===== config.mk =====
export PLATFORM = sky130hd
export DESIGN_NAME = pti_ddr_sequencer
export DESIGN_NICKNAME = d
export VERILOG_FILES = /design/src/rtl/pti_seq_pkg.sv /design/src/rtl/pti_beat_shifter.sv /design/src/rtl/pti_ddr_sequencer.sv
export SDC_FILE = /design/constraint.sdc
export NUM_CORES = 1
export LEC_CHECK = 0
export CAP_MARGIN = 20
export CORE_UTILIZATION = 50
export CTS_CLUSTER_SIZE = 24
export DETAILED_ROUTE_END_ITERATION = 8
export PLACE_DENSITY = 0.76
export SYNTH_ARGS = -nofsm -noshare
export SYNTH_HDL_FRONTEND = slang
export SYNTH_SLANG_ARGS = --single-unit

===== constraint.sdc =====
create_clock -name iClk -period 2.3 [get_ports iClk]
set_input_delay 0.46 -clock iClk [delete_from_list [all_inputs] [get_ports iClk]]
set_output_delay 0.46 -clock iClk [all_outputs]
set_load 0.02 [all_outputs]

===== src/rtl/pti_seq_pkg.sv =====
// Shared definitions for the PTI DDR trace sequencer.
// Holds the sequencer state encoding, the per-lane DDR bit-pair patterns
// driven in each state, and helpers that derive beat geometry from the
// lane count.
package pti_seq_pkg;

  typedef enum logic [1:0] {
    DISABLED = 2'd0,
    TRAIN    = 2'd1,
    IDLE     = 2'd2,
    DATA     = 2'd3
  } seqState_e;

  // DDR bit pairs: bit 0 goes out first, bit 1 second.
  localparam logic [1:0] TRAIN_PAT = 2'b01;
  localparam logic [1:0] CLK_PAT   = 2'b10;
  localparam logic [1:0] IDLE_PAT  = 2'b00;
  localparam logic [1:0] OFF_PAT   = 2'b00;

  // A 16-bit word is carried as 8 bit-pairs spread across the lanes.
  function automatic int beatsFor(input int lanes);
    return 8 / lanes;
  endfunction

  // Beat counter width; kept at least 1 bit so LANES=8 still has a signal.
  function automatic int beatWidth(input int lanes);
    return (lanes >= 8) ? 1 : $clog2(8 / lanes);
  endfunction

endpackage


===== src/rtl/pti_beat_shifter.sv =====
// Word holder and beat selector for the PTI DDR sequencer.
// Captures the accepted trace word and returns the lane slice for a given
// beat. The slice is computed from the word as it will be after this clock
// edge, so the parent can register it and show beat 0 one cycle after the
// handshake.
// Ports:
//   iClk, iReset : clock, synchronous active-high reset
//   iLoad        : capture iWord at this edge
//   iWord        : incoming 16-bit trace word
//   iBeat        : beat index to select (the beat for the next cycle)
//   oSlice       : 2*LANES bits of the selected beat
module pti_beat_shifter
  import pti_seq_pkg::*;
#(
  parameter  int LANES   = 4,
  localparam int BEAT_W  = beatWidth(LANES),
  localparam int SLICE_W = 2 * LANES
) (
  input  logic               iClk,
  input  logic               iReset,
  input  logic               iLoad,
  input  logic [15:0]        iWord,
  input  logic [BEAT_W-1:0]  iBeat,
  output logic [SLICE_W-1:0] oSlice
);

  logic [15:0] wordQ;
  logic [15:0] wordNext;

  always_ff @(posedge iClk) begin
    if (iReset) begin
      wordQ <= '0;
    end else if (iLoad) begin
      wordQ <= iWord;
    end
  end

  // Bypass on load so beat 0 of a new word is available at the load edge.
  assign wordNext = iLoad ? iWord : wordQ;
  assign oSlice   = wordNext[int'(iBeat) * SLICE_W +: SLICE_W];

endmodule


===== src/rtl/pti_ddr_sequencer.sv =====
// PTI DDR trace output sequencer.
// Serialises 16-bit trace words onto LANES DDR data lanes plus a DDR clock
// lane, with a training preamble after every enable. The DDR output cells
// themselves live in the parent; this block only produces the bit pairs.
// Ports:
//   iClk       : clock, also TX_CLK of the downstream DDR cells
//   iReset     : synchronous active-high reset
//   iEnable    : trace output enable
//   iData      : trace word, accepted when iValid && oReady
//   iValid     : iData is valid
//   oReady     : block accepts iData this cycle
//   oLaneData  : DDR bit pair per lane, lane l at [2l+1:2l], bit 2l first
//   oClkData   : DDR bit pair for the PTI clock lane
//   oTraining  : high while training
//   oUnderflow : sticky, stream went idle after back-to-back words
//
// state    | meaning
// DISABLED | outputs parked at zero, clock lane stopped
// TRAIN    | all lanes drive 01 for TRAIN_CYCLES cycles
// IDLE     | clock running, lanes zero, waiting for a word
// DATA     | shifting out beats of the held word
module pti_ddr_sequencer
  import pti_seq_pkg::*;
#(
  parameter int LANES        = 4,
  parameter int TRAIN_CYCLES = 16
) (
  input  logic               iClk,
  input  logic               iReset,
  input  logic               iEnable,
  input  logic [15:0]        iData,
  input  logic               iValid,
  output logic               oReady,
  output logic [2*LANES-1:0] oLaneData,
  output logic [1:0]         oClkData,
  output logic               oTraining,
  output logic               oUnderflow
);

  localparam int BEATS  = beatsFor(LANES);
  localparam int BEAT_W = beatWidth(LANES);
  localparam int LW     = 2 * LANES;
  localparam logic [BEAT_W-1:0] LAST_BEAT  = BEAT_W'(BEATS - 1);
  localparam logic [7:0]        TRAIN_LOAD = 8'(TRAIN_CYCLES - 1);

  seqState_e         state, stateNext;
  logic [BEAT_W-1:0] beat, beatNext;
  logic [7:0]        trainCnt, trainCntNext;
  logic              backToBack, backToBackNext;
  logic              underflowNext;
  logic              lastBeat;
  logic              handshake;
  logic              load;
  logic [LW-1:0]     slice;
  logic [LW-1:0]     laneNext;
  logic [1:0]        clkNext;

  assign lastBeat  = (beat == LAST_BEAT);
  assign oReady    = !iReset && iEnable &&
                     ((state == IDLE) || ((state == DATA) && lastBeat));
  assign handshake = iValid && oReady;

  always_ff @(posedge iClk) begin
    if (iReset) begin
      state      <= DISABLED;
      beat       <= '0;
      trainCnt   <= '0;
      backToBack <= 1'b0;
      oUnderflow <= 1'b0;
      oLaneData  <= '0;
      oClkData   <= OFF_PAT;
      oTraining  <= 1'b0;
    end else begin
      state      <= stateNext;
      beat       <= beatNext;
      trainCnt   <= trainCntNext;
      backToBack <= backToBackNext;
      oUnderflow <= underflowNext;
      oLaneData  <= laneNext;
      oClkData   <= clkNext;
      oTraining  <= (stateNext == TRAIN);
    end
  end

  always_comb begin
    stateNext      = state;
    beatNext       = beat;
    trainCntNext   = trainCnt;
    backToBackNext = backToBack;
    underflowNext  = oUnderflow;
    load           = 1'b0;
    case (state)
      DISABLED: begin
        if (iEnable) begin
          stateNext    = TRAIN;
          trainCntNext = TRAIN_LOAD;
        end
      end
      TRAIN: begin
        if (!iEnable) begin
          stateNext    = DISABLED;
          trainCntNext = '0;
        end else if (trainCnt == '0) begin
          stateNext = IDLE;
        end else begin
          trainCntNext = trainCnt - 8'd1;
        end
      end
      IDLE: begin
        if (!iEnable) begin
          stateNext = DISABLED;
        end else if (handshake) begin
          stateNext      = DATA;
          beatNext       = '0;
          load           = 1'b1;
          backToBackNext = 1'b0;
        end
      end
      DATA: begin
        if (!lastBeat) begin
          beatNext = beat + BEAT_W'(1);
        end else if (handshake) begin
          beatNext       = '0;
          load           = 1'b1;
          backToBackNext = 1'b1;
        end else if (!iEnable) begin
          stateNext = DISABLED;
          beatNext  = '0;
        end else begin
          // Stream dried up while still enabled: only a fault if the
          // word just finished was itself chained onto the previous one.
          stateNext     = IDLE;
          beatNext      = '0;
          underflowNext = oUnderflow | backToBack;
        end
      end
      default: begin
        stateNext = DISABLED;
      end
    endcase
  end

  // Output values are decoded from the next state so they land in flops.
  always_comb begin
    laneNext = {LANES{IDLE_PAT}};
    clkNext  = OFF_PAT;
    case (stateNext)
      TRAIN: begin
        laneNext = {LANES{TRAIN_PAT}};
        clkNext  = CLK_PAT;
      end
      IDLE: begin
        clkNext = CLK_PAT;
      end
      DATA: begin
        laneNext = slice;
        clkNext  = CLK_PAT;
      end
      default: begin
        laneNext = {LANES{IDLE_PAT}};
        clkNext  = OFF_PAT;
      end
    endcase
  end

  pti_beat_shifter #(
    .LANES(LANES)
  ) uShifter (
    .iClk  (iClk),
    .iReset(iReset),
    .iLoad (load),
    .iWord (iData),
    .iBeat (beatNext),
    .oSlice(slice)
  );

endmodule

* Yosys cells after proc, flatten, opt, wreduce, memory -nomap -nowiden
Index checks and enable logic that the tools add are counted.
** Storage, ports and cells
- Register bits after elaboration :: 40
- Output and inout port bits :: 13
** Cells by class
- Add/subtract/negate cells :: 2
- Eq/ne operators :: 12
- Shift operators :: 1
- Muxes and demuxes :: 29
- Bitwise operators :: 2
- Reductions and logical operators :: 14
** Operators by type and width (number)
- 8-bit case mux with 2 select lines :: 2
- 8-bit 2-to-1 mux :: 3
- 2-bit 2-to-1 mux :: 9
- 16-bit 2-to-1 mux :: 1
- 16-bit by 5-bit indexed part select with 8-bit output :: 1
- 1-bit 2-to-1 mux :: 10
- 2-bit != test, second input constant :: 5
- 2-bit equality test, second input constant :: 4
- 8-bit zero test :: 1
- 2-bit case mux with 4 select lines :: 1
- 8-bit by 1-bit subtractor with 8-bit output, second input constant :: 1
- 1-bit case mux with 2 select lines :: 3
- 5-bit AND reduction :: 1
- 2-bit by 1-bit equality test with 1-bit output, second input constant :: 2
- 1-bit logical AND :: 4
- 4-bit AND reduction :: 1
- 2-bit nonzero test :: 2
- 3-bit != test, second input constant :: 1
- 3-bit AND reduction :: 1
- 3-bit OR reduction :: 1
- 2-bit zero test :: 1
- 1-bit adder, second input constant :: 1
- 1-bit zero test :: 1
- 1-bit logical OR :: 1
- other kinds (2) :: 2

* Depth between registers and ports, before layout
- Depth after elaboration :: 11
- Gate-level depth with buffers :: 7
- Depth with buffers taken out :: 6

* Cells and area by module
A second synthesis with hierarchy kept.
** Unflattened totals
- Cell total of the unflattened synthesis :: 183
- Area total of the unflattened synthesis :: 1873.0 µm²
** By module, submodules not included
- pti_ddr_sequencer :: instances 1, cells each 121, area an instance 1079.8 µm², seq. area each 460.4 µm²
- pti_beat_shifter :: instances 1, cells each 62, area an instance 793.3 µm², seq. area each 320.3 µm²

* Worst setup path after synthesis
Ideal clock, no wire load.
- Path kind :: input -> output
- From :: in iReset
- To :: out oReady
- Data arrival time :: 1345 ps
- Setup slack :: 495 ps
- Cell stages on the path :: 3
- Path buffers :: 2
- Cell sequence :: buf_2 buf_1 nor3_1
** Between the ends
- Longest elaborated chain between the ends :: 3
** Ends and longest elaborated chain
- start: declaration :: line pti_ddr_sequencer.sv:29 : input logic iReset,
- 1-bit zero test :: line pti_ddr_sequencer.sv:59 : assign oReady = !iReset && iEnable &&
- 1-bit logical AND (2 in series) :: line pti_ddr_sequencer.sv:59
- end: declaration :: line pti_ddr_sequencer.sv:33 : output logic oReady,
Every way passes these cells.

* Final worst setup path
- From :: in iEnable
- To :: out oReady
** Between the ends
- Longest elaborated chain between the ends :: 2
** Ends and longest elaborated chain
- start: declaration :: line pti_ddr_sequencer.sv:30 : input logic iEnable,
- 1-bit logical AND (2 in series) :: line pti_ddr_sequencer.sv:59
Every way passes these cells.

==> metrics list <==
- Status: finished, final reports clean
* Number of primary I/O pins: 33
* Worst skew pair latency: between 200 and 300 ps
- Root Driver: sky130_fd_sc_hd__clkbuf_8
- In the detailed route, the total length drawn on met2 is 1.78 mm.
- For this configuration, the core starts out at a cell density of 0.542.
- Setup repair after global routing missed its margin: false
- Number of H-tree levels: 2
* Post-synthesis cell type with the largest combined area: sky130_fd_sc_hd__dfxtp_1
- Reg2reg start: trainCnt[0]
- Net Sw Power: 0.368 mW
- Die outline height: 63.1 um
- IR analysis of the VDD net gives a maximum drop of 0.441 mV.
- Number of antenna violations at the first check in global routing: 0
* Clock slew at the register clock pins of the worst setup and hold paths: around 70 ps
* Highest clock frequency the design can meet: about 500 MHz
- Required arrival time at the worst endpoint: around 1800 ps
- The most used flip-flop cell after synthesis is sky130_fd_sc_hd__dfxtp_1.
* Critical path capture point type: output pin
- Half-perimeter wire length after detailed placement: 2.69 mm
- Clock power share: 0.326
- Number of nets in the synthesized netlist: approximately 230
- For this run, the register share of the synthesized area comes to 0.419.
- The min-delay analysis places its worst path in the category reg2reg.
- Setup violation total in the final timing report: 0
* Global route total overflow: 0
- For this run, design rule violations remaining after detail routing come to 0.
* Cells after synthesis: 208
- After detailed placement, the total cell area comes to about 0.0022 sq mm.
* Worst Path Max Fanout: 2
* Hold path startpoint: uShifter.wordQ[6]
- Fin nets: about 270
* Actual slew at the worst max-slew pin: about 590 ps
* Clock sink total: 39
- Final Max Slew Viols: 0
- Most common library cell in the layout ignoring fill and taps: sky130_fd_sc_hd__dfxtp_1
- After synthesis the netlist holds a flip-flop and latch count of 39.
- Yosys mapped a number of flops with a built-in enable equal to 0.
* Hold path depth: 2
- Part of the total power dissipated in sequential elements: 0.517
* FF/Latch Area: ~800 sq um
* Setup clock skew after layout: around 1.6 ps
- Adding up every negative setup slack in the final design gives 0 ps.
- Compared with the post-synthesis result, the final layout area differs by 24.6%.
- Headroom to the max-slew limit: 0.608
- Total core area: between 0.003 and 0.004 sq mm
* Area share of the largest cell type after synthesis: 0.419
- The die is about 63 um wide.
- Full die area: slightly below 0.004 sq mm
- The number of global-route vias before repair is 1,431.
* DRT met1 WL: 1.79 mm
* Reg-to-reg setup timing slack: around 470 ps
* Initial drt markers: 98
* Combined global-route utilization of all metal layers: 0.202
- Counting the buffers created by CTS gives 5.
- The first global-routing pass estimated 6.33 mm of wire.
* Power density over the cells: around 600 mW/mm^2
- Input and output buffers added on the ports amount to 31.
- Signal arrival time at the worst endpoint: around 1500 ps
- Final core area utilization: 0.675
* Setup CP Type: in2out
- For this design the static power due to leakage is between 0.8 and 0.9 nW.
- Sw Ratio: 0.266
- In this run the remaining antenna-violating nets after routing total 0.
- Dividing the final minimum period by the clock period gives 0.871.
- The share of total power dissipated in combinational logic is 0.158.
- Per-cell via count in the routed design: between 5 and 6
* # Post-CTS Setup Buffers: 0
* Leading cell types in the layout, fill and taps excluded: sky130_fd_sc_hd__dfxtp_1, sky130_fd_sc_hd__clkdlybuf4s50_1, sky130_fd_sc_hd__nor2_1
- CTS max path bufs: 2
- Synth Area per Inst: 8.96 sq um
- For this run, the number of Yosys warnings is 0.
* Wire length on met3: approximately 98 um
- Weighted congestion at the end of routability-driven global placement: approximately 0.8
* Reg-to-reg endpoint: oLaneData[6]
- Counting distinct cell types in the post-synthesis netlist gives 53.
- For hold timing, the worst endpoint is uShifter.wordQ[6].
* Detailed-router iteration count before antenna repair: 4
- Of all flip-flops after synthesis, the portion carrying an async set or reset was 0.
- Layout fillers: roughly 300
- Average wire per standard cell: 12.8 um
* Largest cells by area after synthesis: sky130_fd_sc_hd__dfxtp_1, sky130_fd_sc_hd__nor2_1, sky130_fd_sc_hd__nand2_1, sky130_fd_sc_hd__a21oi_1, sky130_fd_sc_hd__mux2i_1
- Maximum capacitance violations: 0
- The initialized floorplan defines 21 standard-cell rows.
* Internal power: 1.01 mW
* Number of failing hold endpoints at the final stage: 0
* Area taken by multi-input logic gates: around 960 sq um
- Fin crit period: about 2000 ps
- Cell area after synthesis: ~0.0019 sq mm
- In the final layout, the share of cells above drive strength 1 is 0.143.
- Cell count of the worst reg-to-reg path: 6
* Via count: 1,593
- ANT cells: 0
- After routing the design area is between 0.002 and 0.0025 sq mm.
- Summed over all layers, the routed wires come to 3.73 mm.
- STA classifies the critical path startpoint as a primary input.
- CTS tree: yes
- Entering global routing, the biggest net connects 29 pins.
- In this run the top signal layer used is met4.
cells by family (layout without fill, tap and decap cells):
logic type | after synthesis | after routing | share of synthesized area
mux | 8 | 8 | 0.0436
compound gates | 50 | 50 | 0.203
flops | 39 | 39 | 0.419
simple gates | 85 | 85 | 0.244
other cells | 1 | 1 | 0.00201
fa+ha+maj | 1 | 1 | 0.00671
xor+xnor | 3 | 3 | 0.0141
buf+inv | 21 | 58 | 0.0678
worst max path at each step:
| stage | startpoint | endpoint | depth (start not counted) |
|---|---|---|---|
| detailed placement | iEnable | oReady | 4 |
| CTS | iEnable | oReady | 4 |
| global placement | iEnable | oReady | 4 |
| finish | iEnable | oReady | 4 |
| floorplan | iReset | oReady | 3 |
| global route | iEnable | oLaneData[4] | 8 |
through the flow:
stage / worst slack, ps / power [mW] / hold slack [ps] / instances
floorplan: 495 / 0.864 / 436 / 208
global placement: -12.2 / 0.940 / 442 / 283
detailed placement: -34.0 / 0.946 / 450 / 283
CTS: 260 / 1.39 / 460 / 291
global route: 182 / 1.44 / 475 / 291
finish: 298 / 1.38 / 459 / 291
area by class of cell:
| cell class | instances | area share |
|---|---|---|
| clock inverter | 2 | 0.00539 |
| inverter | 6 | 0.00970 |
| clock buffer | 6 | 0.0312 |
| sequential | 39 | 0.336 |
| tap | 46 | 0.0248 |
| timing repair buffer | 44 | 0.180 |
| multi-input combinational | 148 | 0.412 |
power groups by stage:
| stage | clock [mW] | combinational (mW) | sequential [mW] |
|---|---|---|---|
| 3_5_place_dp | 0 | 0.217 | 0.729 |
| 5_1_grt | 0.483 | 0.240 | 0.717 |
| 4_1_cts | 0.458 | 0.217 | 0.713 |
| 6_report | 0.450 | 0.218 | 0.714 |
| 3_3_place_gp | 0 | 0.212 | 0.728 |
| 2_1_floorplan | 0 | 0.128 | 0.736 |
per-layer routing:
metal,GRT usage,up-vias
li1,-,801
met1,0.254,755
met2,0.335,29
met3,0.0380,8
met4,0.0872,0
met5,0,-
synthesized netlist by cell type (2+ instances only):
cell	number
sky130_fd_sc_hd__a2111oi_2	3
sky130_fd_sc_hd__a211oi_1	7
sky130_fd_sc_hd__a21oi_1	16
sky130_fd_sc_hd__a311oi_1	2
sky130_fd_sc_hd__a31oi_1	3
sky130_fd_sc_hd__a41oi_2	2
sky130_fd_sc_hd__and3b_1	2
sky130_fd_sc_hd__buf_2	5
sky130_fd_sc_hd__buf_4	2
sky130_fd_sc_hd__buf_6	3
sky130_fd_sc_hd__clkbuf_1	2
sky130_fd_sc_hd__dfxtp_1	39
sky130_fd_sc_hd__inv_1	6
sky130_fd_sc_hd__mux2i_1	7
sky130_fd_sc_hd__nand2_1	26
sky130_fd_sc_hd__nand2b_1	4
sky130_fd_sc_hd__nand3_1	2
sky130_fd_sc_hd__nor2_1	28
sky130_fd_sc_hd__nor2b_1	3
sky130_fd_sc_hd__nor3_1	4
sky130_fd_sc_hd__nor3_2	2
sky130_fd_sc_hd__nor4b_1	2
sky130_fd_sc_hd__o2111ai_1	2
sky130_fd_sc_hd__o21ai_0	5
sky130_fd_sc_hd__or3_1	2
sky130_fd_sc_hd__xor2_1	2
worst max-delay path, stage by stage:
cell and delay (ps):
sky130_fd_sc_hd__clkdlybuf4s50_1 480, sky130_fd_sc_hd__nand2_1 70, sky130_fd_sc_hd__nor3_1 170, sky130_fd_sc_hd__dlygate4sd2_1 360
state kept, by name, summed over array words and instances (netlist names):
| name | flops |
|---|---|
| oLaneData | 8 |
| oUnderflow | 1 |
| uShifter.wordQ | 16 |
| backToBack | 1 |
| state | 2 |
| trainCnt | 8 |
| beat | 1 |
| oTraining | 1 |
| oClkData | 1 |
repair_timing:
item | 4_1_cts | 5_1_grt
resized for setup | 1 | 0
hold buffers | 0 | 0
endpoints found under the setup margin | 1 | 0
(Power assumes the default switching activity.)
